## config.mk

```make
export PLATFORM = sky130hd
export DESIGN_NAME = mem_load_unit_flat
export DESIGN_NICKNAME = d
export VERILOG_FILES = /design/src/rtl/mem_load_unit_pkg.sv /design/src/rtl/mem_load_unit_if.sv /design/src/rtl/mem_load_unit_load_extend.sv /design/src/rtl/mem_load_unit.sv /design/src/flat_wrapper.sv
export SDC_FILE = /design/constraint.sdc
export NUM_CORES = 1
export LEC_CHECK = 0
export CORE_MARGIN = 3
export CORE_UTILIZATION = 45
export DETAILED_ROUTE_END_ITERATION = 8
export HOLD_SLACK_MARGIN = 0.15
export PLACE_DENSITY = 0.85
export SLEW_MARGIN = 20
export SYNTH_ARGS = -nofsm -noshare
export SYNTH_HDL_FRONTEND = slang
export SYNTH_SLANG_ARGS = --single-unit
```

## constraint.sdc

```tcl
create_clock -name clk -period 5.8 [get_ports clk]
set_input_delay 0.58 -clock clk [delete_from_list [all_inputs] [get_ports clk]]
set_output_delay 0.58 -clock clk [all_outputs]
set_load 0.005 [all_outputs]
```

## src/rtl/mem_load_unit_pkg.sv

```systemverilog
// Shared definitions for the M-stage load unit: load op codes, bus size codes,
// FSM state encoding and small op-decoding helpers.
package mem_load_unit_pkg;

    localparam logic [7:0] EXE_LB_OP  = 8'b1110_0000;
    localparam logic [7:0] EXE_LBU_OP = 8'b1110_0100;
    localparam logic [7:0] EXE_LH_OP  = 8'b1110_0001;
    localparam logic [7:0] EXE_LHU_OP = 8'b1110_0101;
    localparam logic [7:0] EXE_LW_OP  = 8'b1110_0011;

    localparam logic [1:0] SIZE_BYTE = 2'd0;
    localparam logic [1:0] SIZE_HALF = 2'd1;
    localparam logic [1:0] SIZE_WORD = 2'd2;

    typedef enum logic [2:0] {
        LDU_IDLE   = 3'd0,
        LDU_REQ    = 3'd1,
        LDU_WAIT   = 3'd2,
        LDU_DONE   = 3'd3,
        LDU_CANCEL = 3'd4
    } ldu_state_e;

    function automatic logic is_load_op(input logic [7:0] op_i);
        logic r;
        case (op_i)
            EXE_LB_OP, EXE_LBU_OP, EXE_LH_OP, EXE_LHU_OP, EXE_LW_OP: r = 1'b1;
            default: r = 1'b0;
        endcase
        return r;
    endfunction

    function automatic logic [1:0] op_size(input logic [7:0] op_i);
        logic [1:0] r;
        case (op_i)
            EXE_LH_OP, EXE_LHU_OP: r = SIZE_HALF;
            EXE_LW_OP:             r = SIZE_WORD;
            default:               r = SIZE_BYTE;
        endcase
        return r;
    endfunction

    function automatic logic is_misaligned(input logic [7:0] op_i, input logic [1:0] addr_lo);
        logic r;
        case (op_i)
            EXE_LH_OP, EXE_LHU_OP: r = addr_lo[0];
            EXE_LW_OP:             r = (addr_lo != 2'b00);
            default:               r = 1'b0;
        endcase
        return r;
    endfunction

endpackage

```

## src/rtl/mem_load_unit_if.sv

```systemverilog
// Data-side SRAM-like read bus between the load unit (master) and memory (slave).
interface mem_load_unit_if #(
    parameter int AW = 32,
    parameter int DW = 32
);
    logic          data_req;
    logic          data_wr;
    logic [1:0]    data_size;
    logic [AW-1:0] data_addr;
    logic          data_addr_ok;
    logic          data_data_ok;
    logic [DW-1:0] data_rdata;

    modport master (
        output data_req, data_wr, data_size, data_addr,
        input  data_addr_ok, data_data_ok, data_rdata
    );

    modport slave (
        input  data_req, data_wr, data_size, data_addr,
        output data_addr_ok, data_data_ok, data_rdata
    );
endinterface

```

## src/rtl/mem_load_unit_load_extend.sv

```systemverilog
// Little-endian lane selection and sign/zero extension of a returned load word.
module load_extend
    import mem_load_unit_pkg::*;
#(
    parameter int DW = 32
) (
    input  logic [7:0]    op,
    input  logic [1:0]    addr_lo,
    input  logic [DW-1:0] rdata,
    output logic [DW-1:0] ext
);

    logic [7:0]  byte_s;
    logic [15:0] half_s;

    // Pick the addressed byte/half lane and extend it according to the op
    always_comb begin
        byte_s = 8'd0;
        half_s = 16'd0;
        ext    = '0;
        case (addr_lo)
            2'd0:    byte_s = rdata[7:0];
            2'd1:    byte_s = rdata[15:8];
            2'd2:    byte_s = rdata[23:16];
            2'd3:    byte_s = rdata[31:24];
            default: byte_s = 8'd0;
        endcase
        if (addr_lo[1]) begin
            half_s = rdata[31:16];
        end else begin
            half_s = rdata[15:0];
        end
        case (op)
            EXE_LB_OP:  ext = {{(DW-8){byte_s[7]}}, byte_s};
            EXE_LBU_OP: ext = {{(DW-8){1'b0}}, byte_s};
            EXE_LH_OP:  ext = {{(DW-16){half_s[15]}}, half_s};
            EXE_LHU_OP: ext = {{(DW-16){1'b0}}, half_s};
            EXE_LW_OP:  ext = rdata;
            default:    ext = '0;
        endcase
    end

endmodule

```

## src/rtl/mem_load_unit.sv

```systemverilog
// M-stage load engine: issues one read on the data bus per load, stalls the
// pipeline until data returns and holds the extended result until advance.
module mem_load_unit
    import mem_load_unit_pkg::*;
#(
    parameter int AW = 32,
    parameter int DW = 32
) (
    input  logic                clk,
    input  logic                resetn,
    input  logic                load_valid,
    input  logic [7:0]          op,
    input  logic [AW-1:0]       addr,
    input  logic                flush,
    input  logic                advance,
    mem_load_unit_if.master     bus,
    output logic                stall,
    output logic [DW-1:0]       result,
    output logic                result_valid,
    output logic                adel,
    output logic [AW-1:0]       badvaddr
);

    ldu_state_e    state_r;
    ldu_state_e    state_next_s;
    logic [7:0]    op_r;
    logic [1:0]    data_size_r;
    logic [AW-1:0] data_addr_r;
    logic          data_req_r;
    logic [DW-1:0] result_r;
    logic          result_valid_r;
    logic          adel_s;
    logic          accept_s;
    logic [DW-1:0] ext_s;

    load_extend #(.DW(DW)) u_load_extend (
        .op      (op_r),
        .addr_lo (data_addr_r[1:0]),
        .rdata   (bus.data_rdata),
        .ext     (ext_s)
    );

    // Misalignment detection and acceptance of a new load in IDLE
    always_comb begin
        adel_s   = load_valid & is_misaligned(op, addr[1:0]);
        accept_s = (state_r == LDU_IDLE) & load_valid & is_load_op(op) & ~adel_s & ~flush;
    end

    // Next-state logic; a transaction accepted by the bus is always drained via CANCEL
    always_comb begin
        state_next_s = state_r;
        case (state_r)
            LDU_IDLE: begin
                if (accept_s) begin
                    state_next_s = LDU_REQ;
                end else begin
                    state_next_s = LDU_IDLE;
                end
            end
            LDU_REQ: begin
                if (bus.data_addr_ok) begin
                    state_next_s = flush ? LDU_CANCEL : LDU_WAIT;
                end else begin
                    state_next_s = flush ? LDU_IDLE : LDU_REQ;
                end
            end
            LDU_WAIT: begin
                if (bus.data_data_ok) begin
                    state_next_s = flush ? LDU_IDLE : LDU_DONE;
                end else begin
                    state_next_s = flush ? LDU_CANCEL : LDU_WAIT;
                end
            end
            LDU_DONE: begin
                if (advance | flush) begin
                    state_next_s = LDU_IDLE;
                end else begin
                    state_next_s = LDU_DONE;
                end
            end
            LDU_CANCEL: begin
                if (bus.data_data_ok) begin
                    state_next_s = LDU_IDLE;
                end else begin
                    state_next_s = LDU_CANCEL;
                end
            end
            default: state_next_s = LDU_IDLE;
        endcase
    end

    // State, request latch and result registers; result is zero outside DONE
    always_ff @(posedge clk or negedge resetn) begin
        if (!resetn) begin
            state_r        <= LDU_IDLE;
            op_r           <= 8'd0;
            data_size_r    <= 2'd0;
            data_addr_r    <= '0;
            data_req_r     <= 1'b0;
            result_r       <= '0;
            result_valid_r <= 1'b0;
        end else begin
            state_r        <= state_next_s;
            data_req_r     <= (state_next_s == LDU_REQ);
            result_valid_r <= (state_next_s == LDU_DONE);
            if (accept_s) begin
                op_r        <= op;
                data_addr_r <= addr;
                data_size_r <= op_size(op);
            end else begin
                op_r        <= op_r;
                data_addr_r <= data_addr_r;
                data_size_r <= data_size_r;
            end
            if (state_next_s == LDU_DONE) begin
                result_r <= (state_r == LDU_WAIT) ? ext_s : result_r;
            end else begin
                result_r <= '0;
            end
        end
    end

    // Output mapping
    always_comb begin
        bus.data_req  = data_req_r;
        bus.data_wr   = 1'b0;
        bus.data_size = data_size_r;
        bus.data_addr = data_addr_r;
        result        = result_r;
        result_valid  = result_valid_r;
        adel          = adel_s;
        badvaddr      = adel_s ? addr : '0;
        stall         = accept_s | (state_r == LDU_REQ) | (state_r == LDU_WAIT) |
                        (state_r == LDU_CANCEL);
    end

endmodule

```

## src/flat_wrapper.sv

```systemverilog
// flat-port wrapper written by rule: the top's interface ports become plain ports
module mem_load_unit_flat import mem_load_unit_pkg::*;
#(
    parameter int AW = 32,
    parameter int DW = 32
)
  (clk, resetn, load_valid, op, addr, flush, advance, stall, result, result_valid, adel, badvaddr, bus_data_req, bus_data_wr, bus_data_size, bus_data_addr, bus_data_addr_ok, bus_data_data_ok, bus_data_rdata);
  mem_load_unit_if #(.AW(AW), .DW(DW)) bus_i ();
  input  logic clk;
  input  logic resetn;
  input  logic load_valid;
  input  logic [7:0] op;
  input  logic [AW-1:0] addr;
  input  logic flush;
  input  logic advance;
  output logic stall;
  output logic [DW-1:0] result;
  output logic result_valid;
  output logic adel;
  output logic [AW-1:0] badvaddr;
  output wire logic [$bits(bus_i.data_req)-1:0] bus_data_req;
  output wire logic [$bits(bus_i.data_wr)-1:0] bus_data_wr;
  output wire logic [$bits(bus_i.data_size)-1:0] bus_data_size;
  output wire logic [$bits(bus_i.data_addr)-1:0] bus_data_addr;
  input wire logic [$bits(bus_i.data_addr_ok)-1:0] bus_data_addr_ok;
  input wire logic [$bits(bus_i.data_data_ok)-1:0] bus_data_data_ok;
  input wire logic [$bits(bus_i.data_rdata)-1:0] bus_data_rdata;
  assign bus_data_req = bus_i.data_req;
  assign bus_data_wr = bus_i.data_wr;
  assign bus_data_size = bus_i.data_size;
  assign bus_data_addr = bus_i.data_addr;
  assign bus_i.data_addr_ok = bus_data_addr_ok;
  assign bus_i.data_data_ok = bus_data_data_ok;
  assign bus_i.data_rdata = bus_data_rdata;
  mem_load_unit #(.AW(AW), .DW(DW)) u_core (.clk(clk), .resetn(resetn), .load_valid(load_valid), .op(op), .addr(addr), .flush(flush), .advance(advance), .bus(bus_i), .stall(stall), .result(result), .result_valid(result_valid), .adel(adel), .badvaddr(badvaddr));
endmodule
```

==> results.py <==
metrics = {
    "synth": {
        "synthesis.instances": 409,
        "synth_area_per_cell_um2": 10.1,
        "synth_top_family_by_area": "simple AND/OR/NAND/NOR gates",
        "synth_compound_area_share_pct": 14.1,
        "yosysSeqAreaShare_pct": 47.8,
        "async_flop_share_pct": 100,
        "synth_common_cells": "79 x dfrtp_1, 45 x nand2_1, 33 x and2_1, 27 x mux2_2, 19 x a21oi_1",
        "synth-edff-count": 0,
        "synth_top_area_cell": "dfrtp_1",
        "synth_fa_ha_area_share_pct": 0,
        "synth-simple-area-share_pct": 22.4,
        "synth_top_area_share_pct": 47.8,
        "ys_warn_count": 0,
        "yosys.cell_count.top_type": "dfrtp_1",
        "yosys-top-cells-area": "dfrtp_1 48%, mux2_2 7.3%, and2_1 5.0%",
        "ys_ff_latch": 79,
        "synth.area.mux_share_pct": 10.6,
        "synth_ff_type": "dfrtp_1",
        "synth_fp_nets": 488,
        "synth.distinct_cells": 47,
        "syn_area_um2": 4140,
        "synth-xor-area-share_pct": 0.212,
    },
    "setup_path": {
        "critPathLaunchType": "primary input",
        "worstPathCellList": "clkdlybuf4s50_1 -> a21oi_1 -> a211o_1 -> nor2_1 -> buf_4 -> and2_1 -> clkdlybuf4s50_1",
        "cpMaxStageDelayCell": "clkdlybuf4s50_1",
        "cp_common_cell": "clkdlybuf4s50_1",
        "cp_slowest_stage_delay_ns": 0.59,
        "r2r_end": "u_core.result[2]",
        "worstPathBufferInverterCount": 3,
        "crit_path_end_kind": "output pin",
        "crit_required_ns": 5.22,
        "cp_top_family": "buffers and inverters",
        "critical_path.max_fanout": 32,
        "r2r_cells": 7,
        "worstSetupPathDepth": 7,
        "rrSetupSlack_ns": 3.28,
        "cp_data_arrival_time_ns": 2.63,
        "rr_startpoint": "u_core.state_r[1]",
        "critical_path_class": "in2out",
    },
    "layout": {
        "nNetsFinal": 650,
        "drive_gt1_share_pct": 11.8,
        "syn2layout_area_growth_pct": 48.1,
        "fill_cells": 695,
        "postLayoutCellArea_um2": 6130,
        "n_antenna_cell": 0,
    },
    "clocking": {
        "path_clk_slew_ns": 0.08,
        "clock_latency_ns": 0.34,
        "cts_tree": "done",
        "cts_max_path_buffers": 2,
        "cts_hold_buf": 0,
        "cts_buffers": 9,
        "cts.htree.levels": 3,
        "clock-sinks": 79,
        "cts_resized": 0,
        "root_buffer": "clkbuf_8",
        "postCtsSetupBuffers": 0,
    },
    "placement": {
        "place.gp.congestion": 0.851,
        "dpl-instance-area_um2": 5960,
        "io_buffers": 180,
        "dp.final_hpwl_mm": 9.26,
    },
    "routing": {
        "vias": 3795,
        "drt_wl_total_mm": 12.0,
        "drt_iter0_drc": 248,
        "avgViaCountPerCell": 5.56,
        "drc": 0,
        "wire_per_inst_um": 17.6,
        "first_pass_iters": 4,
        "ant_nets": 0,
    },
    "sta": {
        "rsz0062_at_grt": "no",
        "max_slew_margin_pct": 31.0,
        "setup_viol": 0,
        "max_freq_mhz": 312,
        "fin_crit_sh_pct": 55.3,
        "drv_slew": 0,
        "hold_viol_final": 0,
        "fin_setup_tns_ns": 0,
        "fin_crit_ns": 3.21,
        "worstMarginPinSlew_ns": 1.03,
        "hold_ws_ns": 0.399,
        "fin_worst_skew_ns": 0.00918,
    },
    "floorplan": {
        "pin_count": 182,
        "fp-row-count": 34,
        "dieWidth_um": 102,
        "die_h_um": 102,
        "start_util_pct": 46.8,
        "die_area_um2": 10400,
        "coreArea_um2": 8850,
    },
    "global_route": {
        "grt-ovfl-total": 0,
        "grtUsageTotal_pct": 23.5,
        "grt_pass1_wl_mm": 19.1,
        "grt_antenna_before_repair": 0,
        "grt_start_max_net_pins": 80,
        "grt_pass1_vias": 3747,
    },
    "run_status": {
        "status": "finished clean",
    },
    "power": {
        "p_leak_nw": 2.54,
        "vdd_drop_max_uv": 125,
        "powerDensity_nw_per_um2": 189,
    },
    "worst_hold_path": {
        "min_path_type": "in2async",
    },
    "run": {
        "max_cap_violations": 0,
    },
}
-- worst register-to-register path, cell delays in order, from the launching register on --
cell and delay, ns:
dfrtp_1 0.51, or3b_1 0.38, buf_4 0.28, a2111oi_4 0.32, buf_4 0.34, and4_1 0.35, a22oi_1 0.09, a21oi_1 0.16
-- through the flow --
step | cells | utilization (%) | total power [mW] | worst slack (ns)
after global placement | 668 | 67.3 | 0.804 | 2.67
after CTS | 683 | 69.3 | 1.17 | 2.59
after detailed placement | 668 | 67.3 | 0.811 | 2.60
final | 683 | 69.3 | 1.16 | 2.59
after global routing | 683 | 69.3 | 1.21 | 2.48
after floorplan | 409 | - | 0.671 | 3.35
-- logic make-up after synthesis --
| kind of cell | count (synthesis) |
|---|---|
| and+or+nand+nor | 162 |
| AOI/OAI and AO/OA | 83 |
| DFF | 79 |
| buffers and inverters | 43 |
| muxes | 40 |
| xor gates and xnor gates | 1 |
| other | 1 |
-- metal layers --
layer	global-route usage (%)	share of wire, %	wire length, um	vias up
li1	-	-	-	1797
met1	29.3	40	4780	1841
met2	41.2	53	6330	138
met3	5.19	5.5	663	19
met4	6.26	1.9	233	0
met5	0	0	0	-
-- final cells by class --
class | instances | area (um^2) | share of cell area [%]
Sequential cell | 79 | 1980 | 32.2
Multi-Input combinational cell | 287 | 1980 | 32.2
Timing Repair Buffer | 185 | 1840 | 30.0
Clock buffer | 10 | 138 | 2.24
Tap cell | 108 | 135 | 2.20
Clock inverter | 5 | 35.0 | 0.571
Inverter | 9 | 33.8 | 0.551
-- state kept, by name, summed over array words and instances, names as in the netlist --
signal / cells
u_core.bus.data_size: 2
u_core.op_r: 8
u_core.bus.data_addr: 32
u_core.state_r: 3
u_core.result: 32
u_core.result_valid: 1
u_core.bus.data_req: 1
-- worst max-delay path by stage --
stage	from	end	slack (ns)
floorplan	flush	stall	3.35
global placement	flush	stall	2.67
detailed placement	op[1]	badvaddr[13]	2.60
CTS	op[1]	badvaddr[13]	2.59
global route	op[1]	badvaddr[22]	2.48
finish	op[1]	badvaddr[13]	2.59
-- report_power, final --
part	total, mW	leakage (nW)	switching, mW	internal, mW
Combinational	0.199	1.37	0.0785	0.120
Sequential	0.601	1.08	0.0243	0.576
Clock	0.357	0.0881	0.193	0.165
-- layout by cell type (no fill, tap or decap), drive strengths merged, types with 12 or more instances in the layout --
| master | instances |
|---|---|
| a21oi | 19 |
| nor3 | 20 |
| and2 | 33 |
| a221oi | 16 |
| o21ai | 14 |
| dfrtp | 79 |
| mux2 | 30 |
| clkdlybuf4s50 | 179 |
| nand2 | 45 |
| a31oi | 12 |
| nand3 | 17 |
(Power assumes the default switching activity.)
